$ cat src/rtl/mux_nx1_scan.sv
// Purpose : registered NCH-to-1 channel mux with manual, auto-scan (up/down) and hold selection.
// Latency : one clk_2 edge from din/sel/mode to dout/cur_ch/ch_change/sel_err.
// Backpressure: none; inputs are sampled on every rising edge of clk_2.
//
// Ports:
//   clk_2     - system clock, all state on rising edge
//   reset_n   - asynchronous active-low reset
//   din       - packed channels, channel k = din[k*WIDTH +: WIDTH]
//   mode      - 00 MANUAL, 01 SCAN_UP, 10 HOLD, 11 SCAN_DOWN
//   sel       - channel request, only honoured in MANUAL
//   dout      - registered data of the selected channel
//   cur_ch    - registered index of the selected channel
//   ch_change - one-cycle pulse when cur_ch changed on the last edge
//   sel_err   - high while MANUAL requests a channel >= NCH
module mux_nx1_scan #(
    parameter int WIDTH = 1,
    parameter int NCH   = 2,
    parameter int DWELL = 4,
    localparam int SELW = (NCH > 1) ? $clog2(NCH) : 1
) (
    input  logic                   clk_2,
    input  logic                   reset_n,
    input  logic [NCH*WIDTH-1:0]   din,
    input  logic [1:0]             mode,
    input  logic [SELW-1:0]        sel,
    output logic [WIDTH-1:0]       dout,
    output logic [SELW-1:0]        cur_ch,
    output logic                   ch_change,
    output logic                   sel_err
);

    localparam logic [1:0] MODE_MANUAL    = 2'b00;
    localparam logic [1:0] MODE_SCAN_UP   = 2'b01;
    localparam logic [1:0] MODE_HOLD      = 2'b10;
    localparam logic [1:0] MODE_SCAN_DOWN = 2'b11;

    localparam int              CNTW     = (DWELL > 1) ? $clog2(DWELL) : 1;
    localparam logic [CNTW-1:0] CNT_LAST = CNTW'(DWELL - 1);
    localparam logic [SELW-1:0] CH_LAST  = SELW'(NCH - 1);
    // One extra bit so NCH itself is representable when NCH is a power of two.
    localparam logic [SELW:0]   NCH_EXT  = (SELW + 1)'(NCH);

    logic [WIDTH-1:0] dout_q,      dout_d;
    logic [SELW-1:0]  cur_ch_q,    nxt_ch;
    logic             ch_change_q, ch_change_d;
    logic             sel_err_q,   sel_err_d;
    logic [CNTW-1:0]  dwell_cnt_q, dwell_cnt_d;
    logic [1:0]       prev_mode_q;

    logic             mode_chg;
    logic [CNTW-1:0]  cnt_eff;
    logic             dwell_last;
    logic             sel_ok;
    logic [SELW-1:0]  ch_inc;
    logic [SELW-1:0]  ch_dec;
    logic [WIDTH-1:0] sel_dat;

    // Channel stepping and dwell counting.
    always_comb begin
        mode_chg    = (mode != prev_mode_q);
        // The edge on which the mode changes is dwell count 0 of the new mode,
        // so the first scan step lands DWELL edges after entry (counting the
        // entry edge itself).
        cnt_eff     = mode_chg ? '0 : dwell_cnt_q;
        dwell_last  = (cnt_eff == CNT_LAST);
        sel_ok      = ({1'b0, sel} < NCH_EXT);
        // Wrap at both ends; with NCH=1 both collapse to channel 0.
        ch_inc      = (cur_ch_q == CH_LAST) ? '0 : cur_ch_q + 1'b1;
        ch_dec      = (cur_ch_q == '0) ? CH_LAST : cur_ch_q - 1'b1;

        nxt_ch      = cur_ch_q;
        dwell_cnt_d = dwell_cnt_q;
        sel_err_d   = 1'b0;

        case (mode)
            MODE_MANUAL: begin
                dwell_cnt_d = '0;
                if (sel_ok) begin
                    nxt_ch = sel;
                end else begin
                    sel_err_d = 1'b1;
                end
            end
            MODE_SCAN_UP: begin
                if (dwell_last) begin
                    dwell_cnt_d = '0;
                    nxt_ch      = ch_inc;
                end else begin
                    dwell_cnt_d = cnt_eff + 1'b1;
                end
            end
            MODE_SCAN_DOWN: begin
                if (dwell_last) begin
                    dwell_cnt_d = '0;
                    nxt_ch      = ch_dec;
                end else begin
                    dwell_cnt_d = cnt_eff + 1'b1;
                end
            end
            default: begin
                // HOLD: counter frozen, but still cleared on the entry edge.
                dwell_cnt_d = cnt_eff;
            end
        endcase
    end

    // Data path: pick the slice for the channel being registered this edge.
    always_comb begin
        sel_dat = '0;
        for (int k = 0; k < NCH; k++) begin
            if (nxt_ch == SELW'(k)) begin
                sel_dat = din[k*WIDTH +: WIDTH];
            end
        end
        dout_d      = (mode == MODE_HOLD) ? dout_q : sel_dat;
        ch_change_d = (nxt_ch != cur_ch_q);
    end

    always_ff @(posedge clk_2 or negedge reset_n) begin
        if (!reset_n) begin
            dout_q      <= '0;
            cur_ch_q    <= '0;
            ch_change_q <= 1'b0;
            sel_err_q   <= 1'b0;
            dwell_cnt_q <= '0;
            prev_mode_q <= MODE_MANUAL;
        end else begin
            dout_q      <= dout_d;
            cur_ch_q    <= nxt_ch;
            ch_change_q <= ch_change_d;
            sel_err_q   <= sel_err_d;
            dwell_cnt_q <= dwell_cnt_d;
            prev_mode_q <= mode;
        end
    end

    assign dout      = dout_q;
    assign cur_ch    = cur_ch_q;
    assign ch_change = ch_change_q;
    assign sel_err   = sel_err_q;

endmodule

$ cat config.mk
export PLATFORM = sky130hd
export DESIGN_NAME = mux_nx1_scan
export DESIGN_NICKNAME = d
export VERILOG_FILES = /design/src/rtl/mux_nx1_scan.sv
export SDC_FILE = /design/constraint.sdc
export NUM_CORES = 1
export LEC_CHECK = 0
export CORE_AREA = 5 5 42 44
export CTS_BUF_LIST = sky130_fd_sc_hd__clkbuf_16
export DETAILED_ROUTE_END_ITERATION = 7
export DIE_AREA = 0 0 47 49
export PLACE_DENSITY = 0.54
export SLEW_MARGIN = 10
export SYNTH_ARGS = -nofsm -noshare
export SYNTH_HDL_FRONTEND = slang
export SYNTH_SLANG_ARGS = --single-unit
export TNS_END_PERCENT = 50
$ cat constraint.sdc
create_clock -name clk_2 -period 3.8 [get_ports clk_2]
set_input_delay 0.38 -clock clk_2 [delete_from_list [all_inputs] [get_ports clk_2]]
set_output_delay 0.38 -clock clk_2 [all_outputs]
set_load 0.05 [all_outputs]
==> metrics.csv, run 1 <==
stage,metric,value,unit
clock_network,cts_buffers,3,
power_and_ir_drop,p_leak,0.2526,nW
power_and_ir_drop,p_sw,0.07440,mW
global_routing,grt_pass1_vias,288,
yosys,post_synth_num_cell_types,18,
yosys,synth_area_leaders,"dfrtp_1 (46%), mux2i_1 (10%), xor2_1 (6.8%)",
final_layout,layout-drive-gt1-share,0.08889,
global_routing,grtUsageTotal,0.08009,
power_and_ir_drop,peakVddDrop,0.2466,mV
clock_network,cts_hold_buf,0,
yosys,syn_nets,43,
route,avgViaCountPerCell,4.705,
timing,fin_tns_setup,0,ps
critical_path,crit_path_start_kind,primary input,
global_routing,grt_overflow,0,
place,dp_slack,1422,ps
power_and_ir_drop,intPower,0.2404,mW
job,max-cap-violations,0,
route,ant_nets,0,
die,core.rowCount,14,
place,dp_hpwl,541.3,um
clock_network,post_cts_buffers,0,
place,io_buffers,9,
final_layout,finish.net_count,54,
timing,worst_slew_pin_slew,508.5,ps
timing,setup_viol,0,
global_routing,grt_max_degree,12,
route,first_iter_violations,3,
power_and_ir_drop,power_frac_seq,0.276,
timing,timing.final.ws_setup,1637,ps
die,start_util,0.2741,
route,drcViolationCount,0,
outcome,status,completed,
critical_path,critPathArrivalTime,2260,ps
critical_path,required,3900,ps
route,drt_pre_antenna_iters,3,
die,dieArea,2303,um2
global_routing,antenna_found_initial,0,
clock_network,cts_resized,0,
die,core-area,1401,um2
power_and_ir_drop,clkPwrFrac,0.558,
critical_path,worstPathMaxFanout,11,
timing,rsz0062_at_grt,no,
place,gp_congestion,0.6906,
yosys,synthCells,35,
route,avgRoutedWirePerCell,11.41,um
yosys,synth_seq_area_share,0.4560,
critical_path,crit_path_end_kind,flip-flop,
power_and_ir_drop,switching_share,0.2363,
yosys,yosys.area.top_type_share,0.4560,
timing,max_freq,462.4,MHz
clock_network,clk_latency,230,ps
timing,finalCriticalPeriod,2163,ps
yosys,syn_area_per_cell,10.97,um2
final_layout,fillers,140,
final_layout,antenna_cells,0,
yosys,synth_seq_cells,7,
global_routing,grt_first_pass_wirelength,1.290,mm
yosys,yosysWarnings,0,
timing,finalHoldViolCount,0,
die,ios,11,
timing,fin_skew,1.464,ps
clock_network,cts_max_path_buffers,2,
timing,max-slew-margin-rel,0.6600,
clock_network,clk_pin_slew_worst_paths,40,ps
worst_hold_path,hold_class,in2async,
final_layout,area_growth,43.32,%
clock_network,clock-sinks,7,
yosys,syn_area,384.1,um2
yosys,yosys.area.top_type,dfrtp_1,
critical_path,critPathKind,in2reg,
clock_network,htree_num_levels,1,
route,wl,696,um
timing,slew_violations,0,
route,num_vias,287,
die,die_w,47,um
die,die_y,49,um
power_and_ir_drop,comb_power_share,0.166,
clock_network,ctsRootBufferMaster,clkbuf_16,
power_and_ir_drop,pwr_density_cell,571.9,nW/um2
timing,period_share,0.5691,
clock_network,cts_tree,yes,
-- per-stage QoR --
| stage | instances | hold WS [ps] | instance area, um2 | util | power, mW |
|---|---|---|---|---|---|
| 2_1_floorplan | 35 | 84.41 | 384.1 | - | 0.1226 |
| 3_3_place_gp | 57 | 497.3 | 471.7 | 0.3366 | 0.1388 |
| 3_5_place_dp | 57 | 509.7 | 471.7 | 0.3366 | 0.1404 |
| 4_1_cts | 61 | 425.3 | 550.5 | 0.3929 | 0.3180 |
| 5_1_grt | 61 | 447.5 | 550.5 | 0.3929 | 0.3253 |
| 6_report | 61 | 419.0 | 550.5 | 0.3929 | 0.3148 |
-- final timing paths --
| kind | depth (start not counted) | endpoint | slack, ps | startpoint |
|---|---|---|---|---|
| max in group asynchronous | 1 | prev_mode_q[1] | 3140 | reset_n |
| min reg2reg | 1 | dwell_cnt_q[1] | 510 | dwell_cnt_q[1] |
| min in group clk_2 | 1 | dwell_cnt_q[1] | 510 | dwell_cnt_q[1] |
| max reg2reg | 7 | dout | 2080 | prev_mode_q[1] |
| min | 1 | dout | 420 | reset_n |
| max | 8 | dout | 1640 | mode[0] |
-- area by class of cell --
class	count	area, um2	area share
well taps	16	20.02	0.03636
multi-input cells	25	186.4	0.3386
repair buffers	9	90.09	0.1636
flip-flops and latches	7	175.2	0.3182
clock buffers	3	75.07	0.1364
clock inverters	1	3.754	0.006818
-- layer usage --
layer | share of wire | global-route usage
met4 | 0.017 | 0.05530
met2 | 0.47 | 0.1018
met1 | 0.41 | 0.09417
met5 | 0 | 0
met3 | 0.11 | 0.05166
-- cell usage after synthesis --
cell type  instances
o31ai_1            1
nor2_1             2
a21oi_1            2
o21ai_0            1
buf_4              3
mux2_2             1
a32o_1             1
ha_1               1
dfrtp_1            7
and2_1             2
xor2_1             3
nand2_1            2
conb_1             1
nand3b_1           1
a41o_1             1
nor2b_1            1
mux2i_1            4
xnor2_1            1
-- worst max-delay path, stage by stage --
cell,delay [ps]
clkdlybuf4s50_1,610
xor2_1,240
nor2_1,160
and2_1,160
ha_1,180
xor2_1,240
mux2i_1,210
mux2i_1,80
-- power groups by stage --
stage | clock [mW] | combinational (mW) | sequential [mW]
finish | 0.176 | 0.0524 | 0.0868
detailed placement | 0 | 0.0526 | 0.0878
global placement | 0 | 0.0515 | 0.0873
global route | 0.181 | 0.0562 | 0.0877
CTS | 0.178 | 0.0530 | 0.0868
floorplan | 0 | 0.0220 | 0.101
-- logic make-up (layout without fill, tap and decap cells) --
group	Yosys count	after routing	synth area share
simple gates	8	8	0.1075
buf+inv	3	13	0.05863
flops	7	7	0.4560
xor+xnor	4	4	0.09122
mux	5	5	0.1336
compound gates	6	6	0.1107
other cells	1	1	0.009763
fa+ha+maj	1	1	0.03257
-- cell usage in the layout (no fill, tap or decap), drive strengths merged --
cell,n
xor2,3
o21ai,1
o31ai,1
conb,1
mux2i,4
a41o,1
nand3b,1
inv,1
nand2,2
and2,2
dfrtp,7
clkdlybuf4s50,9
mux2,1
a32o,1
ha,1
nor2b,1
nor2,2
xnor2,1
a21oi,2
clkbuf,3
No activity file was read; power rests on OpenSTA's default activity.
==> run 2: changes to the inputs <==
--- a/config.mk
+++ b/config.mk
@@ -9,7 +9,7 @@
 export CTS_BUF_LIST = sky130_fd_sc_hd__clkbuf_16
 export DETAILED_ROUTE_END_ITERATION = 7
 export DIE_AREA = 0 0 47 49
-export PLACE_DENSITY = 0.54
+export PLACE_DENSITY = 0.56
 export SLEW_MARGIN = 10
 export SYNTH_ARGS = -nofsm -noshare
 export SYNTH_HDL_FRONTEND = slang
==> constraint.sdc (replaced) <==
create_clock -name clk_2 -period 1.7 [get_ports clk_2]
set_input_delay 0.17 -clock clk_2 [delete_from_list [all_inputs] [get_ports clk_2]]
set_output_delay 0.17 -clock clk_2 [all_outputs]
set_load 0.05 [all_outputs]
==> run 2 against run 1 <==
Net effect: count of clock-buffer cells in the layout stayed put; total power is 130% higher; largest power group unchanged; sequential cell count stayed put; clock skew is 0.84 ps higher; hold slack worse by 210 ps; critical endpoint unchanged.
==> metrics.csv, run 2 (synthesis gave the netlist of run 1 again) <==
stage,metric,value,unit,change
timing,setup_viol,0,,unchanged
die,core-area,1401,um2,unchanged
clock_network,cts_buffers,3,,unchanged
final_layout,layout_common_cells,"dfrtp_1 (7), buf_4 (7), clkdlybuf4s50_1 (6)",,"was clkdlybuf4s50_1 (9), dfrtp_1 (7), mux2i_1 (4)"
route,first_iter_violations,3,,unchanged
route,avgRoutedWirePerCell,10.72,um,was 11.41 um
die,core.rowCount,14,,unchanged
global_routing,antenna_found_initial,0,,unchanged
clock_network,clock-sinks,7,,unchanged
power_and_ir_drop,peakVddDrop,0.7122,mV,was 0.2466 mV
critical_path,crit_path_end_kind,flip-flop,,unchanged
route,drt_pre_antenna_iters,4,,was 3
final_layout,instances_no_fill,67,,was 61
job,max-cap-violations,0,,unchanged
die,die_y,49,um,unchanged
worst_hold_path,hold_class,in2async,,unchanged
timing,fin_skew,2.304,ps,was 1.464 ps
power_and_ir_drop,p_leak,0.3006,nW,was 0.2526 nW
clock_network,cts_tree,yes,,unchanged
timing,max_freq,622.6,MHz,
final_layout,fin_util,0.4375,,was 0.3929
route,avgViaCountPerCell,4.537,,was 4.705
route,ant_nets,0,,unchanged
clock_network,clk_latency,230,ps,about the same
clock_network,ctsRootBufferMaster,clkbuf_16,,unchanged
critical_path,critPathArrivalTime,1710,ps,was 2260 ps
route,drcViolationCount,0,,unchanged
die,ios,11,,unchanged
die,dieArea,2303,um2,unchanged
timing,finalCriticalPeriod,1606,ps,
clock_network,clk_pin_slew_worst_paths,40,ps,about the same
timing,max-slew-margin-rel,0.6642,,was 0.6600
clock_network,cts_hold_buf,0,,unchanged
global_routing,grt_pass1_vias,300,,was 288
timing,period_share,0.9447,,
global_routing,grt_first_pass_wirelength,1.255,mm,was 1.290 mm
power_and_ir_drop,pwr_density_cell,1176,nW/um2,was 571.9 nW/um2
final_layout,finish.net_count,60,,was 54
global_routing,grt_max_degree,11,,was 12
route,wl,718,um,was 696 um
clock_network,cts_max_path_buffers,2,,unchanged
die,start_util,0.2741,,unchanged
timing,worst_slew_pin_slew,502.1,ps,was 508.5 ps
timing,rsz0062_at_grt,yes,,was no
place,gp_congestion,0.6421,,was 0.6906
final_layout,antenna_cells,0,,unchanged
final_layout,layout-drive-gt1-share,0.2941,,was 0.08889
global_routing,grt_overflow,0,,unchanged
timing,fin_tns_setup,0,ps,unchanged
critical_path,worstPathMaxFanout,3,,was 11
critical_path,required,1810,ps,was 3900 ps
route,num_vias,304,,was 287
place,io_buffers,9,,unchanged
final_layout,area_growth,59.61,%,was 43.32%
place,dp_hpwl,503.5,um,was 541.3 um
critical_path,crit_path_start_kind,flip-flop,,was primary input
timing,finalHoldViolCount,0,,unchanged
place,dp_cells,61,,was 57
die,die_w,47,um,unchanged
timing,timing.final.ws_setup,93.93,ps,was 1637 ps
clock_network,htree_num_levels,1,,unchanged
place,dp_slack,-227.5,ps,was 1422 ps
timing,slew_violations,0,,unchanged
global_routing,grtUsageTotal,0.08162,,was 0.08009
critical_path,critPathKind,reg2reg,,was in2reg
outcome,status,completed,,unchanged
## run 2: critical path: stages, from the launching register on
cell	delay (ps)
dfrtp_1	380
xor2_1	150
nor2_2	150
and2_1	150
ha_2	200
xor2_2	180
mux2i_1	200
mux2i_1	90
## run 2: area by class of cell
class | instances | area (um2)
fill | 142 | 788.3
clock buffer | 3 | 75.07
tap | 16 | 20.02
sequential | 7 | 175.2
timing repair buffer | 15 | 137.6
clock inverter | 1 | 3.754
multi-input combinational | 25 | 201.4
## run 2: per-layer routing
| metal | vias up | GRT usage | wire length (um) |
|---|---|---|---|
| met1 | 136 | 0.09910 | 301 |
| met3 | 4 | 0.06273 | 82 |
| li1 | 150 | - | - |
| met5 | - | 0 | 0 |
| met4 | 0 | 0.05530 | 22 |
| met2 | 14 | 0.09502 | 311 |
## run 2: final timing paths
check,start,to,slack [ps],cells after the start
hold / removal,reset_n,ch_change,200,1
setup reg to reg,prev_mode_q[1],dout,90,7
max in group asynchronous,reset_n,asynchronous set/reset pin,1250,1
min in group clk_2,mode[1],prev_mode_q[1],270,2
setup / recovery,prev_mode_q[1],dout,90,7
hold reg to reg,dwell_cnt_q[1],dwell_cnt_q[1],510,1
## run 2: stage by stage
stage | hold slack (ps) | power, mW | area (um2)
2_1_floorplan | -125.6 | 0.2740 | 384.1
3_3_place_gp | 459.0 | 0.3198 | 499.2
3_5_place_dp | 461.8 | 0.3203 | 499.2
4_1_cts | 217.4 | 0.7290 | 593.1
5_1_grt | 223.1 | 0.7575 | 613.1
6_report | 204.9 | 0.7208 | 613.1
## run 2: power by group
part	leakage (nW)	switching (mW)	internal, mW	total (mW)
Sequential	0.0866	0.0124	0.182	0.195
Combinational	0.172	0.0709	0.0618	0.133
Clock	0.0423	0.0879	0.306	0.394
## run 2: timing repair
item / CTS / global route
gates resized for setup: 1 / 5
gates cloned: 0 / 0
hold endpoints to repair: 0 / 0
setup endpoints to repair: 1 / 1
pin swaps: 1 / 3
setup buffers: 1 / 1
==> run 3: changes to the inputs <==
--- a/config.mk
+++ b/config.mk
@@ -9,6 +9,7 @@
 export CTS_BUF_LIST = sky130_fd_sc_hd__clkbuf_16
 export DETAILED_ROUTE_END_ITERATION = 7
 export DIE_AREA = 0 0 47 49
+export GPL_TIMING_DRIVEN = 0
 export PLACE_DENSITY = 0.56
 export SLEW_MARGIN = 10
 export SYNTH_ARGS = -nofsm -noshare
==> run 3 against run 2 <==
Net effect: clock power is 1% lower; combinational power down 6%; routed wire length is 0.14% lower; critical path type is now reg2out; critical endpoint is now cur_ch; largest power group unchanged.
==> metrics.csv, run 3 (synthesis gave the netlist of run 1 again) <==
stage,metric,value,unit,change
timing,period_share,0.9785,,was 0.9447
final_layout,multi_input_area,196.4,um2,was 201.4 um2
global_routing,grt_first_pass_wirelength,1.262,mm,was 1.255 mm
final_layout,finish.net_count,58,,was 60
global_routing,grt_max_degree,10,,was 11
power_and_ir_drop,pwr_density_cell,1190,nW/um2,was 1176 nW/um2
clock_network,clk_latency,230,ps,about the same
final_layout,layout_common_cells,"dfrtp_1 (7), clkdlybuf4s50_1 (7), mux2i_1 (4)",,"was dfrtp_1 (7), buf_4 (7), clkdlybuf4s50_1 (6)"
die,core-area,1401,um2,unchanged
final_layout,stdcell_area,595.6,um2,was 613.1 um2
clock_network,cts_max_path_buffers,2,,unchanged
route,ant_nets,0,,unchanged
final_layout,layout-drive-gt1-share,0.2041,,was 0.2941
route,drt_pre_antenna_iters,4,,unchanged
die,start_util,0.2741,,unchanged
job,max-cap-violations,0,,unchanged
global_routing,grtUsageTotal,0.07932,,was 0.08162
die,dieArea,2303,um2,unchanged
critical_path,regToRegSetupSlack,60,ps,was 90 ps
critical_path,worstPathMaxFanout,4,,was 3
final_layout,fillers,151,,was 142
clock_network,cts_buffers,3,,unchanged
critical_path,critPathBufInv,1,,was 0
route,avgViaCountPerCell,4.385,,was 4.537
route,first_iter_violations,11,,was 3
timing,slew_violations,0,,unchanged
timing,finalCriticalPeriod,1664,ps,was 1606 ps
critical_path,max_stage_delay,840,ps,was 380 ps
timing,fin_skew,2.165,ps,was 2.304 ps
critical_path,critPathArrivalTime,1490,ps,was 1710 ps
critical_path,worst_path_max_delay_cell,clkdlybuf4s50_1,,was dfrtp_1
clock_network,cts_tree,yes,,unchanged
timing,finalHoldViolCount,0,,unchanged
final_layout,fin_util,0.4250,,was 0.4375
timing,setup_viol,0,,unchanged
power_and_ir_drop,power,0.7090,mW,was 0.7208 mW
place,io_buffers,9,,unchanged
power_and_ir_drop,p_leak,0.2751,nW,was 0.3006 nW
route,wl,717,um,was 718 um
final_layout,area_growth,55.05,%,was 59.61%
global_routing,grt_overflow,0,,unchanged
critical_path,r2r-start,prev_mode_q[0],,was prev_mode_q[1]
critical_path,critPathKind,reg2out,,was reg2reg
worst_hold_path,hold_class,in2async,,unchanged
clock_network,clock-sinks,7,,unchanged
clock_network,clk_pin_slew_worst_paths,40,ps,about the same
timing,max_freq,601.1,MHz,was 622.6 MHz
route,num_vias,285,,was 304
clock_network,ctsRootBufferMaster,clkbuf_16,,unchanged
timing,rsz0062_at_grt,yes,,unchanged
critical_path,required,1530,ps,was 1810 ps
outcome,status,completed,,unchanged
critical_path,cp_cell_sequence,clkdlybuf4s50_1,,"was xor2_1, nor2_2, and2_1, ha_2, xor2_2, mux2i_1, mux2i_1"
die,core.rowCount,14,,unchanged
route,drcViolationCount,0,,unchanged
critical_path,reg2reg_to,dout,,unchanged
global_routing,grt_pass1_vias,299,,was 300
die,die_w,47,um,unchanged
timing,max-slew-margin-rel,0.6642,,about the same
die,die_y,49,um,unchanged
final_layout,seqCellArea,175.2,um2,unchanged
place,place_area,494.2,um2,was 499.2 um2
clock_network,htree_num_levels,1,,unchanged
global_routing,antenna_found_initial,0,,unchanged
critical_path,crit_path_end_kind,output port,,was flip-flop
critical_path,crit_path_start_kind,flip-flop,,unchanged
route,avgRoutedWirePerCell,11.03,um,was 10.72 um
critical_path,crit_family,buffers and inverters,,was flip-flops
place,gp_congestion,0.6343,,was 0.6421
critical_path,r2r_cells,7,,unchanged
clock_network,cts_hold_buf,0,,unchanged
place,dp_hpwl,503.8,um,was 503.5 um
final_layout,antenna_cells,0,,unchanged
timing,worst_slew_pin_slew,502.1,ps,about the same
die,ios,11,,unchanged
power_and_ir_drop,peakVddDrop,0.8598,mV,was 0.7122 mV
-- run 3: what timing repair did --
action,CTS,global route
buffers inserted,1,0
resized for setup,6,0
setup endpoints to repair,1,1
pin swaps,3,0
-- run 3: report_power, final --
group | total, mW | internal, mW | leakage [nW] | switching (mW)
registers | 0.195 | 0.182 | 0.0866 | 0.0128
logic | 0.125 | 0.0566 | 0.146 | 0.0683
clock network | 0.389 | 0.305 | 0.0423 | 0.0837
total | 0.709 | 0.544 | 0.275 | 0.165
-- run 3: layout make-up --
type	count	share of cell area
Tap cell	16	0.03361
Timing Repair Buffer	10	0.1597
Clock inverter	1	0.006303
Multi-Input combinational cell	25	0.3298
Buffer	3	0.05042
Sequential cell	7	0.2941
Clock buffer	3	0.1261
-- run 3: metal layers --
layer / track usage / routed length, um / vias to the layer above
li1: - / - / 147
met1: 0.09843 / 338 / 130
met2: 0.1041 / 321 / 8
met3: 0.05904 / 58 / 0
met4: 0.02765 / 0 / 0
met5: 0 / 0 / -
-- run 3: how the worst max path moves through the flow --
stage / start / to / slack, ps / cells past startpoint
after detailed placement: mode[1] / dout / -360 / 9
after global routing: prev_mode_q[1] / dout / -120 / 7
after global placement: mode[1] / dout / -410 / 9
final: flip-flop / cur_ch / 40 / 1
after CTS: flip-flop / cur_ch / 20 / 1
after floorplan: prev_mode_q[1] / dout / 140 / 7
-- run 3: metrics by stage --
step / hold WS [ps] / worst slack, ps / setup TNS, ps / instances
global placement: 452.0 / -411.4 / -695.6 / 60
detailed placement: 455.0 / -357.4 / -623.5 / 60
finish: 211.8 / 36.48 / 0 / 65
CTS: 214.9 / 23.40 / 0 / 65
floorplan: -125.6 / 140.8 / 0 / 35
global route: 211.4 / -124.7 / -124.7 / 65
